**src/rtl/act_mem_writeback_packer_pkg.sv**
```systemverilog
// Shared parameters and FSM state encoding for the activation-memory writeback packer.
package act_mem_writeback_packer_pkg;

  // Bytes per activation-memory word.
  localparam int unsigned N_DIM_ARRAY             = 8;
  // Bits per quantized activation.
  localparam int unsigned ACT_DATA_WIDTH          = 8;
  // Width of an activation-memory word index.
  localparam int unsigned INPUT_CHANNEL_ADDR_SIZE = 16;

  // Packer FSM state encoding.
  typedef logic [1:0] wb_state_t;

  localparam wb_state_t StIdle  = 2'd0;
  localparam wb_state_t StPack  = 2'd1;
  localparam wb_state_t StFlush = 2'd2;
  localparam wb_state_t StDone  = 2'd3;

endpackage

```
**src/rtl/act_mem_writeback_packer.sv**
```systemverilog
// Packs a stream of quantized activations into full activation-memory words and issues
// one write per word at consecutive word indices starting from base_word.
module act_mem_writeback_packer #(
  parameter int unsigned N_DIM_ARRAY    = act_mem_writeback_packer_pkg::N_DIM_ARRAY,
  parameter int unsigned ACT_DATA_WIDTH = act_mem_writeback_packer_pkg::ACT_DATA_WIDTH,
  parameter int unsigned ADDR_W         = act_mem_writeback_packer_pkg::INPUT_CHANNEL_ADDR_SIZE
) (
  input  logic                                clk,
  input  logic                                reset,
  input  logic                                start,
  input  logic [ADDR_W-1:0]                   base_word,
  input  logic                                in_valid,
  input  logic [ACT_DATA_WIDTH-1:0]           in_data,
  input  logic                                in_last,
  output logic                                in_ready,
  output logic                                wr_en,
  output logic [ADDR_W-1:0]                   wr_addr_input,
  output logic [N_DIM_ARRAY*ACT_DATA_WIDTH-1:0] wr_input_word,
  output logic                                busy,
  output logic                                done
);

  import act_mem_writeback_packer_pkg::*;

  localparam int unsigned WordW = N_DIM_ARRAY * ACT_DATA_WIDTH;
  localparam int unsigned LaneW = (N_DIM_ARRAY > 1) ? $clog2(N_DIM_ARRAY) : 1;
  localparam logic [LaneW-1:0] LastLane = LaneW'(N_DIM_ARRAY - 1);

  wb_state_t          state_q, state_d;
  logic [LaneW-1:0]   lane_q, lane_d;
  logic [WordW-1:0]   pack_q, pack_d;
  logic [WordW-1:0]   word_q, word_d;
  logic               wr_en_q, wr_en_d;
  logic [ADDR_W-1:0]  addr_q, addr_d;
  logic [ADDR_W-1:0]  next_addr_q, next_addr_d;
  // Set when in_last closed a partial word that still has to be issued from FLUSH.
  logic               flush_pend_q, flush_pend_d;

  logic               accept;
  logic [WordW-1:0]   pack_ins;

  assign in_ready = (state_q == StPack);
  assign accept   = in_valid && in_ready;

  // Packing register with the current beat dropped into its lane.
  always_comb begin
    pack_ins = pack_q;
    pack_ins[lane_q*ACT_DATA_WIDTH +: ACT_DATA_WIDTH] = in_data;
  end

  // Next-state logic: FSM sequencing, lane packing and word issue.
  always_comb begin
    state_d      = state_q;
    lane_d       = lane_q;
    pack_d       = pack_q;
    word_d       = word_q;
    wr_en_d      = 1'b0;
    addr_d       = addr_q;
    next_addr_d  = next_addr_q;
    flush_pend_d = flush_pend_q;

    case (state_q)
      StIdle: begin
        if (start) begin
          state_d      = StPack;
          next_addr_d  = base_word;
          lane_d       = '0;
          pack_d       = '0;
          flush_pend_d = 1'b0;
        end
      end
      StPack: begin
        if (accept) begin
          if (lane_q == LastLane) begin
            // Full word moves to the output register, so packing continues without a bubble.
            word_d      = pack_ins;
            wr_en_d     = 1'b1;
            addr_d      = next_addr_q;
            next_addr_d = next_addr_q + 1'b1;
            lane_d      = '0;
            pack_d      = '0;
          end else begin
            pack_d = pack_ins;
            lane_d = lane_q + 1'b1;
          end
          if (in_last) begin
            state_d      = StFlush;
            flush_pend_d = (lane_q != LastLane);
          end
        end
      end
      StFlush: begin
        if (flush_pend_q) begin
          // Unfilled lanes are already zero because pack_q is cleared at every word start.
          word_d       = pack_q;
          wr_en_d      = 1'b1;
          addr_d       = next_addr_q;
          next_addr_d  = next_addr_q + 1'b1;
          lane_d       = '0;
          pack_d       = '0;
          flush_pend_d = 1'b0;
        end else begin
          state_d = StDone;
        end
      end
      StDone: begin
        state_d = StIdle;
      end
      default: begin
        state_d = StIdle;
      end
    endcase
  end

  // State registers; an asynchronous reset drops any partially packed word.
  always_ff @(posedge clk or negedge reset) begin
    if (!reset) begin
      state_q      <= StIdle;
      lane_q       <= '0;
      pack_q       <= '0;
      word_q       <= '0;
      wr_en_q      <= 1'b0;
      addr_q       <= '0;
      next_addr_q  <= '0;
      flush_pend_q <= 1'b0;
    end else begin
      state_q      <= state_d;
      lane_q       <= lane_d;
      pack_q       <= pack_d;
      word_q       <= word_d;
      wr_en_q      <= wr_en_d;
      addr_q       <= addr_d;
      next_addr_q  <= next_addr_d;
      flush_pend_q <= flush_pend_d;
    end
  end

  assign wr_en         = wr_en_q;
  assign wr_addr_input = addr_q;
  assign wr_input_word = word_q;
  assign busy          = (state_q != StIdle);
  assign done          = (state_q == StDone);

endmodule

```
**config.mk**
```make
export PLATFORM = sky130hd
export DESIGN_NAME = act_mem_writeback_packer
export DESIGN_NICKNAME = d
export VERILOG_FILES = /design/src/rtl/act_mem_writeback_packer_pkg.sv /design/src/rtl/act_mem_writeback_packer.sv
export SDC_FILE = /design/constraint.sdc
export NUM_CORES = 1
export LEC_CHECK = 0
export BUFFER_PORTS_ARGS = -buffer_cell sky130_fd_sc_hd__buf_2
export CORE_MARGIN = 5
export CORE_UTILIZATION = 47
export DETAILED_ROUTE_END_ITERATION = 7
export HOLD_SLACK_MARGIN = 0.1
export PLACE_DENSITY = 0.68
export SETUP_SLACK_MARGIN = 0.3
export SYNTH_ARGS = -nofsm -noshare
export SYNTH_HDL_FRONTEND = slang
export SYNTH_SLANG_ARGS = --single-unit
export TNS_END_PERCENT = 1
```
**constraint.sdc**
```tcl
create_clock -name clk -period 2.05 [get_ports clk]
set_input_delay 0.41 -clock clk [delete_from_list [all_inputs] [get_ports clk]]
set_output_delay 0.41 -clock clk [all_outputs]
set_load 0.03 [all_outputs]
```
After elaboration in Yosys (flattened, before gate mapping):

Index checks and enable logic that the tools add are counted.

* output and inout bits: 84
* ROM bits: 0
* input port bits: 29
* memories: 0
* bits in writable memories: 0
* latch bits: 0
* bits in registers: 167
* logic and storage cells: 71

* bitwise gates (word level): 0
* order comparisons: 0
* muxes and demuxes: 37
* shift-type cells: 2
* divide/modulo/power cells: 0
* multipliers: 0
* eq/ne operators: 11
* add/subtract/negate cells: 3
* reduce and logical (&&, ||, !) cells: 10

Operator list (number)
* 64-bit two-way mux: 7
* 64-bit one-hot mux with 3 select lines: 1
* 64-bit one-hot mux with 2 select lines: 1
* 16-bit two-way mux: 7
* 64-bit bitwise mux: 1
* 8-bit by 34-bit variable shift with 64-bit output (first input constant): 1
* 8-bit by 34-bit indexed part select with 64-bit output: 1
* 16-bit one-hot mux with 3 select lines: 1
* 6-bit negation with 34-bit output: 1
* 16-bit one-hot mux with 2 select lines: 1
* 16-bit by 1-bit adder with 16-bit output (second input constant): 1
* 4-bit AND reduction: 4
* 3-bit two-way mux: 4
* 3-bit one-hot mux with 3 select lines: 1
* 2-bit two-way mux: 4
* 2-bit != test (second input constant): 4
* 2-bit one-hot mux with 4 select lines: 1
* 1-bit two-way mux: 6
* 5-bit AND reduction: 1
* 2-bit == test (second input constant): 2
* 2-bit by 1-bit != test with 1-bit output (second input constant): 2
* 2-bit nonzero test: 2
* 3-bit by 1-bit adder with 3-bit output (second input constant): 1
* 3-bit == test (second input constant): 1
* other kinds (7): 7

Depth between registers and ports, before layout:

Gate-level depths: netlist (run 1).

* word-level depth: 6
* mapped depth: 9
* mapped depth without buffers: 8

Worst setup path before layout (run 1):

Ideal clock, no wire load.

* path type: reg-to-reg
* start: register lane_q[0]
* end: register word_q[32], in the netlist wr_input_word[32]
* library setup time: 126 ps
* clock period less this slack: 2181 ps
* slack: -131 ps
* path buffers: 1
* arrival: 2055 ps
* stages on the path, launching flop included: 10
* data required time: 1924 ps
* cells stage by stage: dfrtp_1 inv_1 ha_1 ha_1 nor2_4 o21ai_2 or3_1 buf_2 mux2i_1 a21oi_1

* cells in the longest elaborated chain, start to end: 6
* elaborated cells between the ends (all ways): 10
* classes of those cells: 1 x add/sub; 2 x eq/ne; 2 x shift; 4 x mux; 1 x reduce/logical

RTL lines
* start: declaration: line act_mem_writeback_packer.sv:30 `logic [LaneW-1:0] lane_q, lane_d;`
* start signal: assignment: line act_mem_writeback_packer.sv:128 `lane_q <= lane_d;`
* 6-bit negation with 34-bit output: line act_mem_writeback_packer.sv:48 `pack_ins[lane_q*ACT_DATA_WIDTH +: ACT_DATA_WIDTH] = in_data;`
* 8-bit by 34-bit indexed part select with 64-bit output or 8-bit by 34-bit variable shift with 64-bit output (tied branches): line act_mem_writeback_packer.sv:48
* 64-bit bitwise mux: line act_mem_writeback_packer.sv:48
* 64-bit two-way mux: line act_mem_writeback_packer.sv:74 `if (lane_q == LastLane) begin`
* 64-bit two-way mux: line act_mem_writeback_packer.sv:73 `if (accept) begin`
* 64-bit one-hot mux with 2 select lines: line act_mem_writeback_packer.sv:62 `case (state_q)`
* end signal: assignment: line act_mem_writeback_packer.sv:130 `word_q <= word_d;`
* end: declaration: line act_mem_writeback_packer.sv:32 `logic [WordW-1:0] word_q, word_d;`

Several ways; a longest one is shown, not always the timed one. The select of a mux whose other input is x is not followed.
A chain may end at the register's enable or synchronous reset.

Worst setup path in the final report (run 1):

* start: register state_q[0]
* end: register next_addr_q[4]

* cells in the longest elaborated chain, start to end: 4
* elaborated cells between the ends (all ways): 11
* classes of those cells: 6 x eq/ne; 1 x mux; 4 x reduce/logical

RTL lines
* start: declaration: line act_mem_writeback_packer.sv:29 `wb_state_t state_q, state_d;`
* start signal: assignment: line act_mem_writeback_packer.sv:118 `state_q <= StIdle;`
* start signal: assignment: line act_mem_writeback_packer.sv:127 `state_q <= state_d;`
* 2-bit by 1-bit == test with 1-bit output: line act_mem_writeback_packer.sv:42, act_mem_writeback_packer.sv:62
* 1-bit logical AND: line act_mem_writeback_packer.sv:43 `assign accept = in_valid && in_ready;`
* 2-bit by 1-bit != test with 1-bit output (no source line)
* 5-bit AND reduction (no source line)
* end signal: assignment: line act_mem_writeback_packer.sv:133 `next_addr_q <= next_addr_d;`
* end: declaration: line act_mem_writeback_packer.sv:35 `logic [ADDR_W-1:0] next_addr_q, next_addr_d;`

Several ways; a longest one is shown, not always the timed one.

==> results of run 1 <==
## how the worst max path moves through the flow
stage / slack (ns) / end / startpoint / depth (start not counted)
2_1_floorplan: 0.03 / wr_input_word[24]$_DFFE_PN0P_ / lane_q[1]$_DFFE_PN0P_ / 8
3_3_place_gp: -0.06 / wr_input_word[26]$_DFFE_PN0P_ / lane_q[1]$_DFFE_PN0P_ / 8
3_5_place_dp: -0.13 / pack_q[21]$_DFFE_PN0P_ / state_q[0]$_DFFE_PN0P_ / 7
4_1_cts: -0.05 / pack_q[0]$_DFFE_PN0P_ / state_q[0]$_DFFE_PN0P_ / 6
5_1_grt: -0.15 / pack_q[1]$_DFFE_PN0P_ / lane_q[0]$_DFFE_PN0P_ / 9
6_report: -0.06 / next_addr_q[4]$_DFFE_PN0P_ / state_q[0]$_DFFE_PN0P_ / 6
## cells by family after synthesis
group	synth area share, %
mux	9.89
flops	55.0
fa+ha+maj	1.81
simple gates	13.6
buf+inv	3.03
compound gates	16.6
## layer usage
| layer | vias to the layer above | part of all wire (%) |
|---|---|---|
| met5 | - | 0 |
| li1 | 2754 | - |
| met2 | 192 | 47 |
| met1 | 2920 | 45 |
| met3 | 23 | 5.8 |
| met4 | 0 | 1.7 |
## what timing repair did
action	CTS	global route
buffers inserted	4	4
pin swaps	55	28
resized for setup	47	18
endpoints found under the hold margin	47	0
hold buffers	1	0
endpoints found under the setup margin	166	164
cloned	0	1
## placed cells by master (no fill, tap or decap), types with 3 or more instances in the layout
master and instances:
buf_6 13, nand2_2 8, o21ai_0 19, a31oi_1 9, nor2_4 5, o22ai_1 9
buf_4 31, clkinv_4 3, clkinvlp_4 4, nor2_2 4, nand2b_4 3, dfrtp_1 166
clkbuf_16 18, mux2i_1 47, mux2i_2 7, buf_12 7, inv_1 3, ha_1 4
ha_4 5, inv_2 5, buf_2 108, nand4_1 13, nand2_1 26, mux2_1 5
inv_6 3, mux2_2 11, nor3_1 4, and2_1 3, nand3_1 15, mux2i_4 3
a21oi_1 65, a22o_1 64, and3_1 4, and2_0 5, nor2_1 77, nor3_4 5
## metrics by stage
stage / cell area (sq um) / total power, mW / utilization [%]
after floorplan: 7670 / 11.7 / -
after global placement: 8680 / 14.1 / 54.7
after detailed placement: 8680 / 14.4 / 54.7
after CTS: 9490 / 17.9 / 59.8
after global routing: 9610 / 19.4 / 60.5
final: 9610 / 18.2 / 60.5
## flip-flops by register name, indices dropped and copies added, names as in the netlist
signal and cells:
pack_q 64, wr_input_word 64, next_addr_q 16, wr_addr_input 16, lane_q 3, state_q 2, flush_pend_q 1, wr_en 1
## worst reg2reg max path, delay by kind of cell (launching register included)
family	cells	cell delay, ns
simple gates	3	1.06
fa+ha+maj	1	0.21
compound gates	2	0.32
flops	1	0.41
## power by group through the flow
stage | Sequential, mW | Clock, mW | Combinational [mW]
floorplan | 6.78 | 0 | 4.95
CTS | 5.27 | 3.17 | 9.47
detailed placement | 5.33 | 0 | 9.08
global route | 5.41 | 3.32 | 10.7
global placement | 5.27 | 0 | 8.85
finish | 5.27 | 3.11 | 9.81
## final cells by class
cell class / count / share of cell area (%)
Sequential cell: 167 / 43.5
Multi-Input combinational cell: 461 / 35.6
Timing Repair Buffer: 163 / 11.8
Clock buffer: 17 / 4.43
Clock inverter: 15 / 1.51
Inverter: 8 / 0.312
Tap cell: 216 / 2.81
==> reports/results.txt, run 1 <==
status = complete, but fails checks
failing checks = negative setup slack
worst hold path endpoint = next_addr_q[9]$_DFFE_PN0P_
CTS Buffer Depth = 2
Sw Share = 45.6%
Final Cycle Share = 103%
die width = 137 um
ant diodes = 0
RR Endpoint = next_addr_q[4]$_DFFE_PN0P_
Initial Util = 47.8%
r2r setup slk = -0.06 ns
Synth Instances = 681
final worst slack = -0.0561 ns
Hold WC Path Type = input port to flip-flop
YS warnings = 0
routed via count = 5889
final setup vio count = 17
# IOs = 113
RSZ-0062 raised after global routing = yes
Most Crowded Layer GR = met2
routing usage on met1 = 27.4%
htree depth = 4
Max-slew headroom = 68.6%
measured slew at the worst slew-check pin = 0.470 ns
synth cell count leaders = dfrtp_1 (167), nor2_1 (78), a21oi_1 (66)
final hold slack = 0.227 ns
Seq/Total Area, Yosys = 55.0%
Synth area leaders = dfrtp_1 (55%), mux2i_1 (7.5%), a22o_1 (7.4%), a21oi_1 (4.4%), nor2_1 (3.9%)
Non-Filler Instances = 1047
P_int = 9.89 mW
worst r2r src = state_q[0]$_DFFE_PN0P_
hold path cells = 3
Yosys cell types = 55
post-route ant nets = 0
Mapped Area = 7590 sq um
Clk pwr share = 17.1%
crit path DAT = 2.42 ns
gr usage total = 20.5%
worst reg2reg path depth = 6
fin crit period = 2.11 ns
Max Cap Viol = 0
wire per inst = 18.1 um
asr flop ratio synth = 100%
total grt overflow = 0
top cell type's share of synthesized area = 55.0%
Nets = 858
clk slew on worst S/H paths = 0.07 ns
#FFs+latches synth = 167
largest net degree at the start of global routing = 54
CTS tree = yes
placed cell count = 1005
Filler Cell Count = 1309
Worst-Skew Late Latency = 0.43 ns
Required @ worst endpoint = 2.37 ns
FF/Latch Area = 4180 sq um
Post-Syn Nets = 721
initial antenna violation count = 0
Synth Flop Type = dfrtp_1
WP buf/inv = 0
vias in the first global route = 5794
layout cell share with drive strength beyond 1 = 32.5%
cell taking the most area after synthesis = dfrtp_1
crit path kind = flip-flop to flip-flop
Final Wtd Congestion = 0.835
Clock Sinks = 167
hold_sp = base_word[9]
Site Rows = 46
DRT Pass-1 Iters = 5
fmax = 0.475 GHz
P_leak = 4.37 nW
clock skew = 0.00501 ns
Worst Path Max Fanout = 3
Sw Pwr = 8.30 mW
Post-synth EDFFs = 0
Slowest-stage cell, CP = or4_4
Comb pwr share = 53.9%
# DRC = 0
Core Box Area = 15900 sq um
top-count cell post-synth = dfrtp_1
Slew Limit Fails = 0
Flop pwr share = 29.0%
worst vdd ir = 919 uV
Setup TNS = -0.470 ns
global-route wire length before repair = 30.2 mm
crit path cell chain = ha_2, and2b_1, or4_4, nor3_1, o21ai_0, o221a_2
met2 global-route usage = 32.5%
DIE HEIGHT = 137 um
CP endpoint kind = flip-flop
max incr delay on CP = 0.58 ns
DRT iter0 DRCs = 471
die area = 18800 sq um
hpwl dp = 12.9 mm
Hold Vio Cnt, Final = 0
Synth-to-Final Area Change = 26.6%
PwrDens = 1890 nW/um^2
Critical Path Start Type = flip-flop
Avg Cell Area, Syn = 11.1 sq um
dpl ws = -0.134 ns
Num CTS Buffers = 17
clk root buf = clkbuf_16
Port Buf Inserts = 112
vias per cell = 5.62
area occupied by multi-input gates = 3420 sq um
Crit path max-delay family = simple AND/OR/NAND/NOR gates
met3 usage = 5.44%
DRT Wirelength = 18.9 mm
No activity file was read; power rests on OpenSTA's default activity.
==> run 2, diff against run 1 <==
--- a/config.mk
+++ b/config.mk
@@ -11,6 +11,7 @@
 export DETAILED_ROUTE_END_ITERATION = 7
 export HOLD_SLACK_MARGIN = 0.1
 export PLACE_DENSITY = 0.68
+export RECOVER_POWER = 100
 export SETUP_SLACK_MARGIN = 0.3
 export SYNTH_ARGS = -nofsm -noshare
 export SYNTH_HDL_FRONTEND = slang
==> run 2 against run 1 <==
  * The flow still finishes with violations (negative setup slack)
  * Wire length is 0.26% higher
  * First-iteration DRC count grew 7.2%
  * Register-to-register slack is essentially flat
  * Combinational power fell by 3.0%
  * Hold slack better by 0.00058 ns
  * Cell count stayed put
  * Sequential share of layout area grew 0.64 points
  * Worst setup slack gained 0.0088 ns
  * Count of clock-buffer cells in the layout unchanged
  * Maximum frequency increased by 0.42%
  * Highest routed layer unchanged
==> reports/results.txt, run 2 (synthesis results as in run 1) <==
status = complete, but fails checks (unchanged)
failing checks = negative setup slack (unchanged)
Core Box Area = 15900 sq um (unchanged)
commonest non-fill, non-tap cell in the layout = dfrtp_1 (unchanged)
layout cell share with drive strength beyond 1 = 22.1% (was 32.5%)
Placed Area = 8680 sq um (unchanged)
gr usage total = 20.5% (unchanged)
die area = 18800 sq um (unchanged)
clk root buf = clkbuf_16 (unchanged)
Nets = 858 (unchanged)
hpwl dp = 12.9 mm (unchanged)
DIE HEIGHT = 137 um (unchanged)
dpl ws = -0.134 ns (unchanged)
clock skew = 0.00571 ns (was 0.00501 ns)
total grt overflow = 0 (unchanged)
DRT iter0 DRCs = 505 (was 471)
RSZ-0062 raised after global routing = yes (unchanged)
DRT Wirelength = 19.0 mm (was 18.9 mm)
Max-slew headroom = 19.3% (was 68.6%)
max incr delay on CP = 0.58 ns (about the same)
fin crit period = 2.10 ns (was 2.11 ns)
vias in the first global route = 5794 (unchanged)
WP buf/inv = 2 (was 0)
routed via count = 5852 (was 5889)
Critical Path Start Type = flip-flop (unchanged)
wire per inst = 18.1 um (about the same)
final worst slack = -0.0473 ns (was -0.0561 ns)
final hold slack = 0.228 ns (was 0.227 ns)
Final Cycle Share = 102% (was 103%)
highest-count cells in the layout ignoring fill and taps = dfrtp_1 (166), clkbuf_1 (83), nor2_1 (77) (was dfrtp_1 (166), buf_2 (108), nor2_1 (77))
Final Power = 17.9 mW (was 18.2 mW)
global-route wire length before repair = 30.2 mm (unchanged)
Max Cap Viol = 0 (unchanged)
DRT Pass-1 Iters = 5 (unchanged)
Slowest-stage cell, CP = or4_4 (unchanged)
Stages on worst setup path = 7 (was 6)
# DRC = 0 (unchanged)
Worst-Skew Late Latency = 0.43 ns (about the same)
Initial Util = 47.8% (unchanged)
final setup vio count = 18 (was 17)
largest net degree at the start of global routing = 54 (unchanged)
Hold Vio Cnt, Final = 0 (unchanged)
Final Wtd Congestion = 0.835 (unchanged)
CP endpoint kind = flip-flop (unchanged)
Clock Sinks = 167 (unchanged)
worst vdd ir = 902 uV (was 919 uV)
clk slew on worst S/H paths = 0.07 ns (about the same)
crit path cell chain = inv_2, ha_2, and2b_1, or4_4, buf_6, nor3_4, a22o_1 (was ha_2, and2b_1, or4_4, nor3_1, o21ai_0, o221a_2)
ant diodes = 0 (unchanged)
fmax = 0.477 GHz (was 0.475 GHz)
CTS Buffer Depth = 2 (unchanged)
crit path DAT = 2.46 ns (was 2.42 ns)
PwrDens = 1890 nW/um^2 (about the same)
Num CTS Buffers = 17 (unchanged)
hold path cells = 3 (unchanged)
Crit path max-delay family = simple AND/OR/NAND/NOR gates (unchanged)
Worst Path Max Fanout = 8 (was 3)
Synth-to-Final Area Change = 24.7% (was 26.6%)
# IOs = 113 (unchanged)
post-route ant nets = 0 (unchanged)
Site Rows = 46 (unchanged)
initial antenna violation count = 0 (unchanged)
htree depth = 4 (unchanged)
die width = 137 um (unchanged)
Port Buf Inserts = 112 (unchanged)
Hold WC Path Type = input port to flip-flop (unchanged)
Required @ worst endpoint = 2.42 ns (was 2.37 ns)
Finished Cell Area = 9470 sq um (was 9610 sq um)
P_leak = 4.11 nW (was 4.37 nW)
CTS tree = yes (unchanged)
crit path kind = flip-flop to flip-flop (unchanged)
worst reg2reg path depth = 7 (was 6)
Slew Limit Fails = 0 (unchanged)
vias per cell = 5.59 (was 5.62)
Finished Core Util = 59.6% (was 60.5%)
measured slew at the worst slew-check pin = 1.21 ns (was 0.470 ns)
[run 2: cell types whose count changed in the layout (fill, tap and decap cells not counted), moves of 2 or more]
cell	change
clkbuf_2	+3
buf_12	-2
clkbuf_1	+83
buf_2	-81
buf_4	-4
buf_6	-2
[run 2: metal layers]
metal  part of all wire [%]  GRT usage [%]  vias to the layer above
met3                    6.2           5.44                       23
met4                    1.7           6.82                        0
li1                       -              -                     2752
met1                     44           27.4                     2895
met5                      0              0                        -
met2                     48           32.5                      182
[run 2: report_power, final]
part / total [mW] / internal, mW / leakage, nW / switching (mW)
logic: 9.52 / 3.39 / 1.69 / 6.13
clock network: 3.11 / 1.70 / 0.270 / 1.41
registers: 5.30 / 4.52 / 2.15 / 0.780
total: 17.9 / 9.61 / 4.11 / 8.32
[run 2: metrics by stage]
stage               cells  TNS, ns
floorplan             681        0
global placement     1005   -0.587
detailed placement   1005    -7.27
CTS                  1042   -0.443
global route         1047    -9.46
finish               1047   -0.461
[run 2: worst min-delay path, stage by stage]
cell	delay, ns
buf_2	0.08
nor2_1	0.04
nor2_1	0.08
[run 2: path summary, 6_finish.rpt]
kind	from	endpoint	slack (ns)
setup / recovery	state_q[1]$_DFFE_PN0P_	pack_q[3]$_DFFE_PN0P_	-0.05
hold / removal	base_word[9]	next_addr_q[9]$_DFFE_PN0P_	0.23
setup reg to reg	state_q[1]$_DFFE_PN0P_	pack_q[3]$_DFFE_PN0P_	-0.05
hold reg to reg	wr_addr_input[15]$_DFFE_PN0P_	wr_addr_input[15]$_DFFE_PN0P_	0.49
max in group asynchronous	reset	state_q[1]$_DFFE_PN0P_	0.20
min in group asynchronous	reset	wr_input_word[56]$_DFFE_PN0P_	0.77
[run 2: repair_timing]
item                                    in CTS  in global routing
endpoints found under the setup margin     166                164
pin swaps                                   55                 28
hold buffers                                 1                  0
resized for setup                           47                 18
setup buffers                                4                  4
cloned                                       0                  1
endpoints found under the hold margin       47                  0
[run 2: final cells by class]
| cell class | instances | area (sq um) |
|---|---|---|
| clock inverters | 15 | 145 |
| clock buffers | 17 | 425 |
| flip-flops and latches | 167 | 4180 |
| multi-input cells | 461 | 3420 |
| well taps | 216 | 270 |
| repair buffers | 163 | 1000 |
| inverters | 8 | 30.0 |
| fillers | 1346 | 6420 |
==> run 3, diff against run 2 <==
--- a/config.mk
+++ b/config.mk
@@ -6,11 +6,12 @@
 export NUM_CORES = 1
 export LEC_CHECK = 0
 export BUFFER_PORTS_ARGS = -buffer_cell sky130_fd_sc_hd__buf_2
+export CORE_ASPECT_RATIO = 1.5
 export CORE_MARGIN = 5
-export CORE_UTILIZATION = 47
+export CORE_UTILIZATION = 52
 export DETAILED_ROUTE_END_ITERATION = 7
 export HOLD_SLACK_MARGIN = 0.1
-export PLACE_DENSITY = 0.68
+export PLACE_DENSITY = 0.75
 export RECOVER_POWER = 100
 export SETUP_SLACK_MARGIN = 0.3
 export SYNTH_ARGS = -nofsm -noshare
==> run 3 against run 2 <==
  * The flow still finishes with violations (negative setup slack)
  * Worst setup slack better by 0.012 ns
  * Hold slack better by 0.014 ns
  * Die area is 8.7% lower
  * Sequential power hardly changed
  * Global-route usage is 3.3 points higher
  * Critical path type unchanged
  * Critical endpoint is now wr_input_word[53]$_DFFE_PN0P_
  * Highest routed layer unchanged
==> reports/results.txt, run 3 (synthesis results as in run 1) <==
met2 global-route usage = 42.1% (was 32.5%)
layout cell share with drive strength beyond 1 = 22.7% (was 22.1%)
hpwl dp = 13.7 mm (was 12.9 mm)
status = complete, but fails checks (unchanged)
DIE HEIGHT = 158 um (was 137 um)
Max-slew headroom = 6.81% (was 19.3%)
worst r2r src = state_q[1]$_DFFE_PN0P_ (unchanged)
crit path cell chain = buf_4, ha_2, clkbuf_2, or3_4, buf_12, mux2i_1, a21oi_1 (was inv_2, ha_2, and2b_1, or4_4, buf_6, nor3_4, a22o_1)
clk slew on worst S/H paths = 0.07 ns (about the same)
Setup TNS = -0.0911 ns (was -0.461 ns)
Slowest-stage cell, CP = or3_4 (was or4_4)
commonest non-fill, non-tap cell in the layout = dfrtp_1 (unchanged)
routed via count = 6066 (was 5852)
routing usage on met1 = 28.0% (was 27.4%)
Crit path max-delay family = buffers and inverters (was simple AND/OR/NAND/NOR gates)
wire per inst = 18.9 um (was 18.1 um)
DRT Wirelength = 19.7 mm (was 19.0 mm)
ant diodes = 0 (unchanged)
worst vdd ir = 1180 uV (was 902 uV)
Port Buf Inserts = 112 (unchanged)
Filler Cell Count = 1170 (was 1346)
Nets = 874 (was 858)
DRT iter0 DRCs = 512 (was 505)
Slew Limit Fails = 0 (unchanged)
Clock Sinks = 167 (unchanged)
# IOs = 113 (unchanged)
clock skew = 0.0156 ns (was 0.00571 ns)
DRT Pass-1 Iters = 6 (was 5)
CTS Buffer Depth = 2 (unchanged)
CP endpoint kind = flip-flop (unchanged)
Num CTS Buffers = 17 (unchanged)
largest net degree at the start of global routing = 67 (was 54)
highest-count cells in the layout ignoring fill and taps = dfrtp_1 (165), clkbuf_1 (83), nor2_1 (78) (was dfrtp_1 (166), clkbuf_1 (83), nor2_1 (77))
crit path kind = flip-flop to flip-flop (unchanged)
Final Cycle Share = 102% (about the same)
gr usage total = 23.8% (was 20.5%)
Most Crowded Layer GR = met2 (unchanged)
hold_sp = base_word[9] (unchanged)
fmax = 0.479 GHz (was 0.477 GHz)
Required @ worst endpoint = 2.35 ns (was 2.42 ns)
# DRC = 0 (unchanged)
final worst slack = -0.0356 ns (was -0.0473 ns)
dpl ws = -0.134 ns (about the same)
htree depth = 4 (unchanged)
die area = 17200 sq um (was 18800 sq um)
Hold Vio Cnt, Final = 0 (unchanged)
Worst Path Max Fanout = 12 (was 8)
measured slew at the worst slew-check pin = 1.40 ns (was 1.21 ns)
failing checks = negative setup slack (unchanged)
vias per cell = 5.82 (was 5.59)
Synth-to-Final Area Change = 26.1% (was 24.7%)
Core Box Area = 14500 sq um (was 15900 sq um)
post-route ant nets = 0 (unchanged)
total grt overflow = 0 (unchanged)
Finished Core Util = 66.2% (was 59.6%)
crit path from = state_q[1]$_DFFE_PN0P_ (unchanged)
WP buf/inv = 3 (was 2)
crit path DAT = 2.39 ns (was 2.46 ns)
Max Cap Viol = 0 (unchanged)
global-route wire length before repair = 31.8 mm (was 30.2 mm)
max incr delay on CP = 0.51 ns (was 0.58 ns)
clk root buf = clkbuf_16 (unchanged)
Site Rows = 54 (was 46)
die width = 109 um (was 137 um)
RSZ-0062 raised after global routing = yes (unchanged)
Initial Util = 52.5% (was 47.8%)
Hold WC Path Type = input port to flip-flop (unchanged)
Final Wtd Congestion = 0.861 (was 0.835)
met3 usage = 5.55% (was 5.44%)
final setup vio count = 7 (was 18)
Worst-Skew Late Latency = 0.43 ns (about the same)
PwrDens = 1910 nW/um^2 (was 1890 nW/um^2)
vias in the first global route = 6317 (was 5794)
P_leak = 4.24 nW (was 4.11 nW)
fin crit period = 2.09 ns (was 2.10 ns)
initial antenna violation count = 0 (unchanged)
CTS tree = yes (unchanged)
Critical Path Start Type = flip-flop (unchanged)
run 3: cell count changes in the layout (fill, tap and decap cells not counted), sizes merged:
| cell | previous run | this run |
|---|---|---|
| clkbuf | 106 | 107 |
| clkinv | 5 | 3 |
| inv | 13 | 11 |
| bufinv | 1 | 4 |
| clkinvlp | 4 | 3 |
| buf | 73 | 90 |
run 3: metal layers:
layer,vias up,wire [um]
met5,-,0
met1,2977,7620
met3,41,1220
met2,261,10400
li1,2787,-
met4,0,486
run 3: cell type report:
type,count,area (sq um),area share (%)
inverter,8,30.0,0.314
clock inverter,13,193,2.01
clock buffer,19,453,4.73
sequential,167,4180,43.7
tap,196,245,2.56
timing repair buffer,179,1110,11.6
multi-input combinational,461,3360,35.1
run 3: worst min-delay path, delay by kind of cell:
kind	cells	cell delay, ns
simple gates	2	0.14
buf+inv	1	0.08
run 3: worst paths after layout:
kind	to	slack [ns]	cells past startpoint
worst max register to register	wr_input_word[53]$_DFFE_PN0P_	-0.04	7
worst max-delay path	wr_input_word[53]$_DFFE_PN0P_	-0.04	7
worst min-delay path	next_addr_q[9]$_DFFE_PN0P_	0.24	3
worst min register to register	wr_addr_input[4]$_DFFE_PN0P_	0.49	1
max in group asynchronous	pack_q[55]$_DFFE_PN0P_	0.21	3
min in group asynchronous	wr_input_word[49]$_DFFE_PN0P_	0.86	2
run 3: what timing repair did:
action / CTS / global route
hold endpoints to repair: 49 / 0
hold buffers: 1 / 0
gates cloned: 0 / 0
pin swaps: 8 / 17
setup endpoints to repair: 166 / 166
resized for setup: 17 / 15
buffers inserted: 12 / 6
run 3: through the flow:
stage / hold slack (ns) / cell area (sq um) / cells / total power, mW
final: 0.242 / 9580 / 1043 / 18.3
after global routing: 0.253 / 9580 / 1043 / 19.5
after CTS: 0.228 / 9610 / 1037 / 18.4
after detailed placement: 0.408 / 8770 / 992 / 14.6
after global placement: 0.409 / 8770 / 992 / 14.2
after floorplan: 0.114 / 7670 / 681 / 11.7
run 3: power by group:
group / internal [mW] / switching [mW] / leakage (nW)
clock network: 2.12 / 1.35 / 0.309
registers: 4.52 / 0.801 / 2.15
logic: 3.33 / 6.18 / 1.78
total: 9.98 / 8.33 / 4.24
